[src/rtl/seg7_pkg.sv]
// Shared segment glyphs and slot-state encoding for the seven-segment scan driver.
// Patterns are active-low, bit order {g,f,e,d,c,b,a}.
package seg7_pkg;

  localparam logic [6:0] SEG_BLANK = 7'h7F;

  // Entry n is the glyph for hex digit n (index 15 listed first).
  localparam logic [15:0][6:0] SEG_LUT = {
    7'h0E, 7'h06, 7'h21, 7'h46, 7'h03, 7'h08, 7'h10, 7'h00,
    7'h78, 7'h02, 7'h12, 7'h19, 7'h30, 7'h24, 7'h79, 7'h40
  };

  typedef enum logic {
    ACTIVE = 1'b0,
    BLANK  = 1'b1
  } slot_state_e;

endpackage

[src/rtl/hex_to_seg7.sv]
// Combinational hex nibble to active-low seven-segment lookup; zero latency.
module hex_to_seg7
  import seg7_pkg::*;
(
  input  logic [3:0] i_nibble,
  output logic [6:0] o_seg
);

  assign o_seg = SEG_LUT[i_nibble];

endmodule

[src/rtl/seg7_scan_driver.sv]
// Multiplexed common-anode display scanner with per-slot blanking and frame-synchronous double buffering.
// Outputs are registered one cycle behind the slot counter; a load never stalls, the last load before a frame boundary wins.
module seg7_scan_driver
  import seg7_pkg::*;
#(
  parameter int NUM_DIGITS   = 4,
  parameter int REFRESH_DIV  = 100000,
  parameter int BLANK_CYCLES = 1000
) (
  input  logic                    i_clock,
  input  logic                    i_reset,
  input  logic                    i_load,
  input  logic [4*NUM_DIGITS-1:0] i_data_in,
  input  logic [NUM_DIGITS-1:0]   i_dp_in,
  input  logic [NUM_DIGITS-1:0]   i_digit_en,
  input  logic                    i_lz_suppress,
  output logic [NUM_DIGITS-1:0]   o_an,
  output logic [6:0]              o_seg,
  output logic                    o_dp,
  output logic                    o_frame_done,
  output logic                    o_pending
);

  localparam int CW = $clog2(REFRESH_DIV);
  localparam int IW = $clog2(NUM_DIGITS);
  localparam logic [CW-1:0] LAST_CNT    = CW'(REFRESH_DIV - 1);
  localparam logic [CW-1:0] PRE_LAST    = CW'(REFRESH_DIV - 2);
  localparam logic [CW-1:0] BLANK_START = CW'(REFRESH_DIV - BLANK_CYCLES);
  localparam logic [IW-1:0] LAST_IDX    = IW'(NUM_DIGITS - 1);

  logic [CW-1:0]           r_cnt;
  logic [IW-1:0]           r_idx;
  slot_state_e             r_state;
  logic [4*NUM_DIGITS-1:0] r_shadow;
  logic [NUM_DIGITS-1:0]   r_shadow_dp;
  logic [4*NUM_DIGITS-1:0] r_buf;
  logic [NUM_DIGITS-1:0]   r_buf_dp;

  logic                    w_wrap;
  logic [CW-1:0]           w_cnt_nxt;
  logic [4*NUM_DIGITS-1:0] w_upper;
  logic [3:0]              w_nib;
  logic                    w_lz_blank;
  logic [6:0]              w_dec;
  logic [NUM_DIGITS-1:0]   w_an_sel;

  assign w_wrap    = (r_cnt == LAST_CNT);
  assign w_cnt_nxt = w_wrap ? '0 : r_cnt + 1'b1;
  assign w_upper   = r_shadow >> {r_idx, 2'b00};
  assign w_nib     = w_upper[3:0];
  // Upper-aligned remainder is zero exactly when this digit and all above it are zero.
  assign w_lz_blank = i_lz_suppress && (r_idx != '0) && (w_upper == '0);
  assign w_an_sel   = ~({{(NUM_DIGITS-1){1'b0}}, 1'b1} << r_idx);

  hex_to_seg7 u_dec (
    .i_nibble (w_nib),
    .o_seg    (w_dec)
  );

  always_ff @(posedge i_clock) begin
    if (i_reset) begin
      r_cnt        <= '0;
      r_idx        <= '0;
      r_state      <= ACTIVE;
      r_shadow     <= '0;
      r_shadow_dp  <= '0;
      r_buf        <= '0;
      r_buf_dp     <= '0;
      o_pending    <= 1'b0;
      o_frame_done <= 1'b0;
      o_an         <= '1;
      o_seg        <= SEG_BLANK;
      o_dp         <= 1'b1;
    end else begin
      r_cnt <= w_cnt_nxt;
      if (w_wrap) begin
        r_idx   <= (r_idx == LAST_IDX) ? '0 : r_idx + 1'b1;
        r_state <= ACTIVE;
      end else if ((BLANK_CYCLES > 0) && (w_cnt_nxt == BLANK_START)) begin
        r_state <= BLANK;
      end

      // Raised one cycle early so the pulse lands on the final cycle of the frame.
      o_frame_done <= (r_idx == LAST_IDX) && (r_cnt == PRE_LAST);

      if (o_frame_done) begin
        if (i_load) begin
          r_shadow    <= i_data_in;
          r_shadow_dp <= i_dp_in;
        end else if (o_pending) begin
          r_shadow    <= r_buf;
          r_shadow_dp <= r_buf_dp;
        end
        o_pending <= 1'b0;
      end else if (i_load) begin
        r_buf     <= i_data_in;
        r_buf_dp  <= i_dp_in;
        o_pending <= 1'b1;
      end

      if ((r_state == ACTIVE) && i_digit_en[r_idx]) begin
        o_an  <= w_an_sel;
        o_seg <= w_lz_blank ? SEG_BLANK : w_dec;
        o_dp  <= ~r_shadow_dp[r_idx];
      end else begin
        o_an  <= '1;
        o_seg <= SEG_BLANK;
        o_dp  <= 1'b1;
      end
    end
  end

endmodule

[config.mk]
export PLATFORM = sky130hd
export DESIGN_NAME = seg7_scan_driver
export DESIGN_NICKNAME = d
export VERILOG_FILES = /design/src/rtl/seg7_pkg.sv /design/src/rtl/hex_to_seg7.sv /design/src/rtl/seg7_scan_driver.sv
export SDC_FILE = /design/constraint.sdc
export NUM_CORES = 1
export LEC_CHECK = 0
export BUFFER_PORTS_ARGS = -buffer_cell sky130_fd_sc_hd__buf_2
export CORE_MARGIN = 10
export CORE_UTILIZATION = 58
export DETAILED_ROUTE_END_ITERATION = 10
export PLACE_DENSITY = 0.86
export SLEW_MARGIN = 20
export SYNTH_ARGS = -nofsm -noshare
export SYNTH_HDL_FRONTEND = slang
export SYNTH_HIERARCHICAL = 1
export SYNTH_SLANG_ARGS = --single-unit
[constraint.sdc]
create_clock -name i_clock -period 3.2 [get_ports i_clock]
set_input_delay 0.16 -clock i_clock [delete_from_list [all_inputs] [get_ports i_clock]]
set_output_delay 0.16 -clock i_clock [all_outputs]
set_load 0.005 [all_outputs]
==> results of run 1 <==
[logic make-up after synthesis]
| kind of cell | count (synthesis) |
|---|---|
| buffers and inverters | 34 |
| adders and majority gates | 13 |
| muxes | 33 |
| DFF | 74 |
| and+or+nand+nor | 158 |
| xor gates and xnor gates | 17 |
| AOI/OAI and AO/OA | 62 |
[power by group]
group / internal (uW) / switching (uW) / leakage [uW]
combinational: 45.7 / 62.9 / 0.000773
sequential: 943 / 13.8 / 0.000603
clock: 363 / 327 / 0.0000948
total: 1350 / 403 / 0.00147
[area by class of cell]
type	instances	share of cell area (%)
inverters	8	0.764
clock inverters	1	0.191
clock buffers	14	4.65
flip-flops and latches	74	37.7
multi-input cells	283	48.7
well taps	75	2.39
repair buffers	43	5.61
[per-stage QoR]
stage               total power, uW  std cells  setup slack, ns  utilization (%)
global placement               1080        483            0.705             63.1
global route                   1830        498            0.367             66.4
CTS                            1760        498            0.552             66.4
detailed placement             1090        483            0.566             63.1
floorplan                      1050        391            0.949                -
finish                         1750        498            0.550             66.4
[state kept, by name, indices dropped and copies added (netlist names)]
signal,flops
o_an,4
r_idx,2
r_shadow,16
o_pending,1
o_frame_done,1
r_shadow_dp,4
r_cnt,17
r_buf_dp,4
o_seg,7
o_dp,1
r_state,1
r_buf,16
[cell usage after synthesis, types with 6 or more instances]
library cell               number  share of area (%)
sky130_fd_sc_hd__buf_2          7               0.99
sky130_fd_sc_hd__xor2_1         7                1.7
sky130_fd_sc_hd__nor4_1         8                1.4
sky130_fd_sc_hd__nand4_1        6                1.1
sky130_fd_sc_hd__mux2i_1       26                7.3
sky130_fd_sc_hd__a211oi_1      21                4.4
sky130_fd_sc_hd__inv_1          7               0.74
sky130_fd_sc_hd__nand2_1       57                6.0
sky130_fd_sc_hd__a21oi_1       26                3.7
sky130_fd_sc_hd__nand2b_1      10                1.8
sky130_fd_sc_hd__ha_1          13                4.6
sky130_fd_sc_hd__nor2_1        48                5.1
sky130_fd_sc_hd__dfxtp_1       74                 42
sky130_fd_sc_hd__xnor2_1       10                2.5
sky130_fd_sc_hd__clkbuf_1      15                1.6
[worst paths after layout]
path	slack, ns	cells after the start	end
worst max-delay path	0.55	7	o_seg[0]
worst min-delay path	0.06	3	r_buf[7]
worst max register to register	0.55	7	o_seg[0]
worst min register to register	0.45	2	r_buf[11]
[worst max-delay path: cells and delay by family, from the launching register on]
family,cells,cell delay [ns]
buf+inv,1,0.17
flops,1,0.73
mux,1,0.66
fa+ha+maj,1,0.21
simple gates,3,0.73
compound gates,1,0.10
[routing by layer]
metal | global-route usage [%] | vias to the layer above
met3 | 4.37 | 11
met2 | 26.0 | 60
met4 | 6.73 | 0
met5 | 0 | -
li1 | - | 1421
met1 | 19.5 | 1313
==> reports/qor.yml, run 1 <==
cell_rows: 28
cts-htree-levels: 3
antenna_found_initial: 0
combinational_family_with_the_most_area_after_synthesis: "simple AND/OR/NAND/NOR gates"
clock-sinks: 74
wl_met2_um: 3650
hold_slack_ns: 0.0598
pin_count: 42
routed-wl-met3_um: 386
cts_root_buf: "sky130_fd_sc_hd__clkbuf_8"
final.fill_count: 474
final_min_period_over_clock_period_pct: 82.8
worstSetupStartpointType: "flip-flop"
rsz_0062_raised_after_global_routing: "false"
fin_tns_setup_ns: 0
grt_start_max_net_pins: 51
total_nets_final: 460
detail_route.vias_per_cell: 5.63
stdcell_area_sq_um: 3930
synthCells: 391
setup_violations: 0
avg_cell_area_syn_sq_um: 9.06
syn-num-nets: 432
grt_overflow: 0
synth_compound_area_share_pct: 11.9
clockBufferDepth: 2
cts_tree: "built"
cp_max_delay_cell: "sky130_fd_sc_hd__dfxtp_1"
holdBufCountCts: 0
drive_gt1_share_pct: 17.0
port_buffers: 41
static-leakage-power_uw: 0.00147
synth.area.mux_share_pct: 11.6
worst_ep_required_time_ns: 3.49
initial_utilization_pct: 59.8
crit_path_max_fanout: 14
die_w_um: 98.2
synthAdderAreaFrac_pct: 4.59
synth_async_sr_flop_share_pct: 0
post-dp-hpwl_um: 5330
min_from: "i_data_in[7]"
regArea_sq_um: 1480
num_vias: 2805
power.density_nw_per_um2: 447
wl_met1_um: 3300
fmaxAchievable_mhz: 377
netlist_area_sq_um: 3540
synth-main-ff-cell: "sky130_fd_sc_hd__dfxtp_1"
initialDrtViolationCount: 185
critical-path-max-stage-delay_ns: 0.73
synth-xor-area-share_pct: 4.20
grt.total_usage_pct: 16.0
multi_input_combinational_cell_area_sq_um: 1910
slew_headroom_pct: 38.7
post_cts_resized: 0
drt_pass1_iterations: 4
yosysSeqAreaShare_pct: 41.8
critical_path.startpoint: "r_idx[0]"
area.growth.synth_to_final_pct: 10.9
synth_enable_flop_cells: 0
worstPathArrival_ns: 2.94
finalWirelength_um: 7450
fin_skew_ns: 0.00536
die_h_um: 98.2
yosysUniqueCellTypes: 49
grt_first_pass_wirelength_um: 13100
synth_simple_gate_area_share_pct: 21.6
layout.cells.most_common: "sky130_fd_sc_hd__dfxtp_1"
register_clock_pin_slew_on_the_reported_worst_setup_and_hold_paths_ns: 0.08
drt.antenna.violating_nets: 0
endpoint_kind: "flip-flop"
yosysWarnings: 6
gp_congestion: 0.886
tightestPinTransition_ns: 0.920
report.final.slew_viol_count: 0
insertedDiodeCount: 0
timing.max_cap.violations: 0
post-route-min-period_ns: 2.65
total_clock_buffers_created_by_cts: 9
ir_worst_vdd_v: 0.000289
remaining_drc_errors: 0
maxUsedRoutingLayer: "met4"
clock_latency_ns: 0.34
post-cts-setup-buffers: 0
die_area_sq_um: 9640
postSynthRegisterBits: 74
first_global_vias: 2835
avgRoutedWirePerCell_um: 15.0
finalHoldViolations: 0
status: "completed"
mostFrequentLayoutCells: "sky130_fd_sc_hd__dfxtp_1 (74), sky130_fd_sc_hd__nand2_1 (57), sky130_fd_sc_hd__nor2_1 (48)"
critical_path.reg2reg.startpoint: "r_idx[0]"
fp.coreArea_sq_um: 5920
setup.worst_path.class: "reg2reg"
placed_cell_area_sq_um: 3740
critical_path.cell_chain: "mux4_2, inv_1, ha_1, and2b_2, or3b_1, o21ai_0, nand2b_1"
hold_path.class: "in2reg"
Power figures use the tool's default switching activity.
==> run 2: changes to the inputs <==
Clock period 3.2 ns to 2.6 ns, I/O delays scaled along.
==> reports/qor.yml, run 2 (synthesized netlist as in run 1, its figures left out) <==
multi_input_combinational_cell_area_sq_um: 1910
remaining_drc_errors: 0
critical_path.cell_chain: "mux4_2, inv_1, ha_1, and2b_2, or3b_1, o21ai_0, nand2b_1"
largest_registers: "r_cnt: 17 flops, r_buf: 16 flops, r_shadow: 16 flops"
die_area_sq_um: 9640
rsz_0062_raised_after_global_routing: "false"
drt.antenna.violating_nets: 0
static-leakage-power_uw: 0.00150
gp_congestion: 0.932
grt.total_usage_pct: 15.3
tightestPinTransition_ns: 0.922
reg2reg_slack_ns: 0.22
hold_end: "r_buf_dp[3]"
regArea_sq_um: 1480
fin_tns_setup_ns: 0
critical-path-max-stage-delay_ns: 0.62
timing.critical_path.max_delay_family: "simple AND/OR/NAND/NOR gates"
antenna_found_initial: 0
hold_path.class: "in2reg"
insertedDiodeCount: 0
layout.cells.most_common: "sky130_fd_sc_hd__dfxtp_1"
setup.worst_path.class: "reg2reg"
worstPathArrival_ns: 2.67
worst_ep_required_time_ns: 2.89
endpoint_kind: "flip-flop"
first_global_vias: 2724
num_vias: 2835
ir_worst_vdd_v: 0.000373
min_from: "i_dp_in[3]"
grt_start_max_net_pins: 51
worstSetupStartpointType: "flip-flop"
power.density_nw_per_um2: 557
fp.coreArea_sq_um: 5920
cts_tree: "built"
final_min_period_over_clock_period_pct: 91.4
regMostFlops: "r_cnt"
pin_count: 42
die_w_um: 98.2
post_cts_resized: 0
grt_first_pass_wirelength_um: 12600
clockBufferDepth: 2
flip_flop_count_of_the_largest_register_all_copies_and_words_added: 17
fmaxAchievable_mhz: 421
min_path_cells: 3
crit_path_max_fanout: 7
slew_headroom_pct: 38.5
total_nets_final: 464
report.final.slew_viol_count: 0
drt_pass1_iterations: 4
final.fill_count: 451
post-dp-hpwl_um: 5420
critical_path.reg2reg.startpoint: "r_idx[0]"
port_buffers: 41
post-cts-setup-buffers: 0
finalHoldViolations: 0
register_clock_pin_slew_on_the_reported_worst_setup_and_hold_paths_ns: 0.07
die_h_um: 98.2
mostFrequentLayoutCells: "sky130_fd_sc_hd__dfxtp_1 (74), sky130_fd_sc_hd__nand2_1 (57), sky130_fd_sc_hd__nor2_1 (48)"
finalWirelength_um: 7480
drive_gt1_share_pct: 17.5
critical_path.n_buffers_inverters: 1
cts-htree-levels: 3
holdBufCountCts: 0
hold_slack_ns: 0.0282
cp_max_delay_cell: "sky130_fd_sc_hd__mux4_2"
detail_route.vias_per_cell: 5.64
avgRoutedWirePerCell_um: 14.9
area.growth.synth_to_final_pct: 11.9
setup_violations: 0
total_clock_buffers_created_by_cts: 9
status: "completed"
worst_r2r_path_depth: 7
initialDrtViolationCount: 140
fin_skew_ns: 0.00832
clock_latency_ns: 0.35
cts_root_buf: "sky130_fd_sc_hd__clkbuf_8"
initial_utilization_pct: 59.8
grt_overflow: 0
post-route-min-period_ns: 2.38
cell_rows: 28
timing.rr.end: "o_seg[0]"
timing.max_cap.violations: 0
clock-sinks: 74
-- run 2: cell types whose count changed in the layout (fill, tap and decap cells not counted) --
cell / delta
sky130_fd_sc_hd__buf_4: +4
sky130_fd_sc_hd__bufinv_16: +1
sky130_fd_sc_hd__clkbuf_1: +2
sky130_fd_sc_hd__clkbuf_8: -2
sky130_fd_sc_hd__clkinv_2: +1
sky130_fd_sc_hd__clkinvlp_4: -1
-- run 2: per-layer routing --
layer  track usage, %  vias to the layer above  share of wire, %
met5                0                        -                 0
met4             7.39                        0               1.4
met3             3.45                       12               4.3
met2             24.6                       60                48
met1             19.0                     1331                46
li1                 -                     1432                 -
-- run 2: cell type report --
class / count / share of cell area (%)
multi-input combinational: 283 / 48.2
clock inverter: 2 / 0.883
tap: 75 / 2.37
inverter: 8 / 0.757
timing repair buffer: 47 / 6.31
clock buffer: 14 / 4.10
sequential: 74 / 37.4
-- run 2: worst max path at each step --
stage,from,to,depth (start not counted)
after floorplan,r_idx[0],o_seg[0],8
after global placement,r_idx[0],o_seg[0],7
after detailed placement,r_idx[0],o_seg[0],7
after CTS,r_idx[0],o_seg[0],7
after global routing,r_idx[0],o_seg[0],7
final,r_idx[0],o_seg[0],7
-- run 2: tightest hold or removal path, stage by stage --
cell and delay (ns):
sky130_fd_sc_hd__buf_2 0.10, sky130_fd_sc_hd__nand2_1 0.05, sky130_fd_sc_hd__a21oi_1 0.05
-- run 2: stage by stage --
stage / power [uW] / setup WS [ns] / cells / utilization (%) / instance area, sq um
6_report: 2210 / 0.223 / 503 / 67.0 / 3970
5_1_grt: 2280 / 0.0725 / 503 / 67.0 / 3970
4_1_cts: 2230 / 0.206 / 503 / 67.0 / 3970
3_5_place_dp: 1340 / 0.227 / 487 / 63.7 / 3770
3_3_place_gp: 1330 / 0.338 / 487 / 63.7 / 3770
2_1_floorplan: 1290 / 0.349 / 391 / - / 3540
-- run 2: where the power goes --
group / internal (uW) / leakage, uW / switching [uW]
registers: 1160 / 0.000603 / 16.9
logic: 58.0 / 0.000793 / 76.7
clock network: 496 / 0.000101 / 401
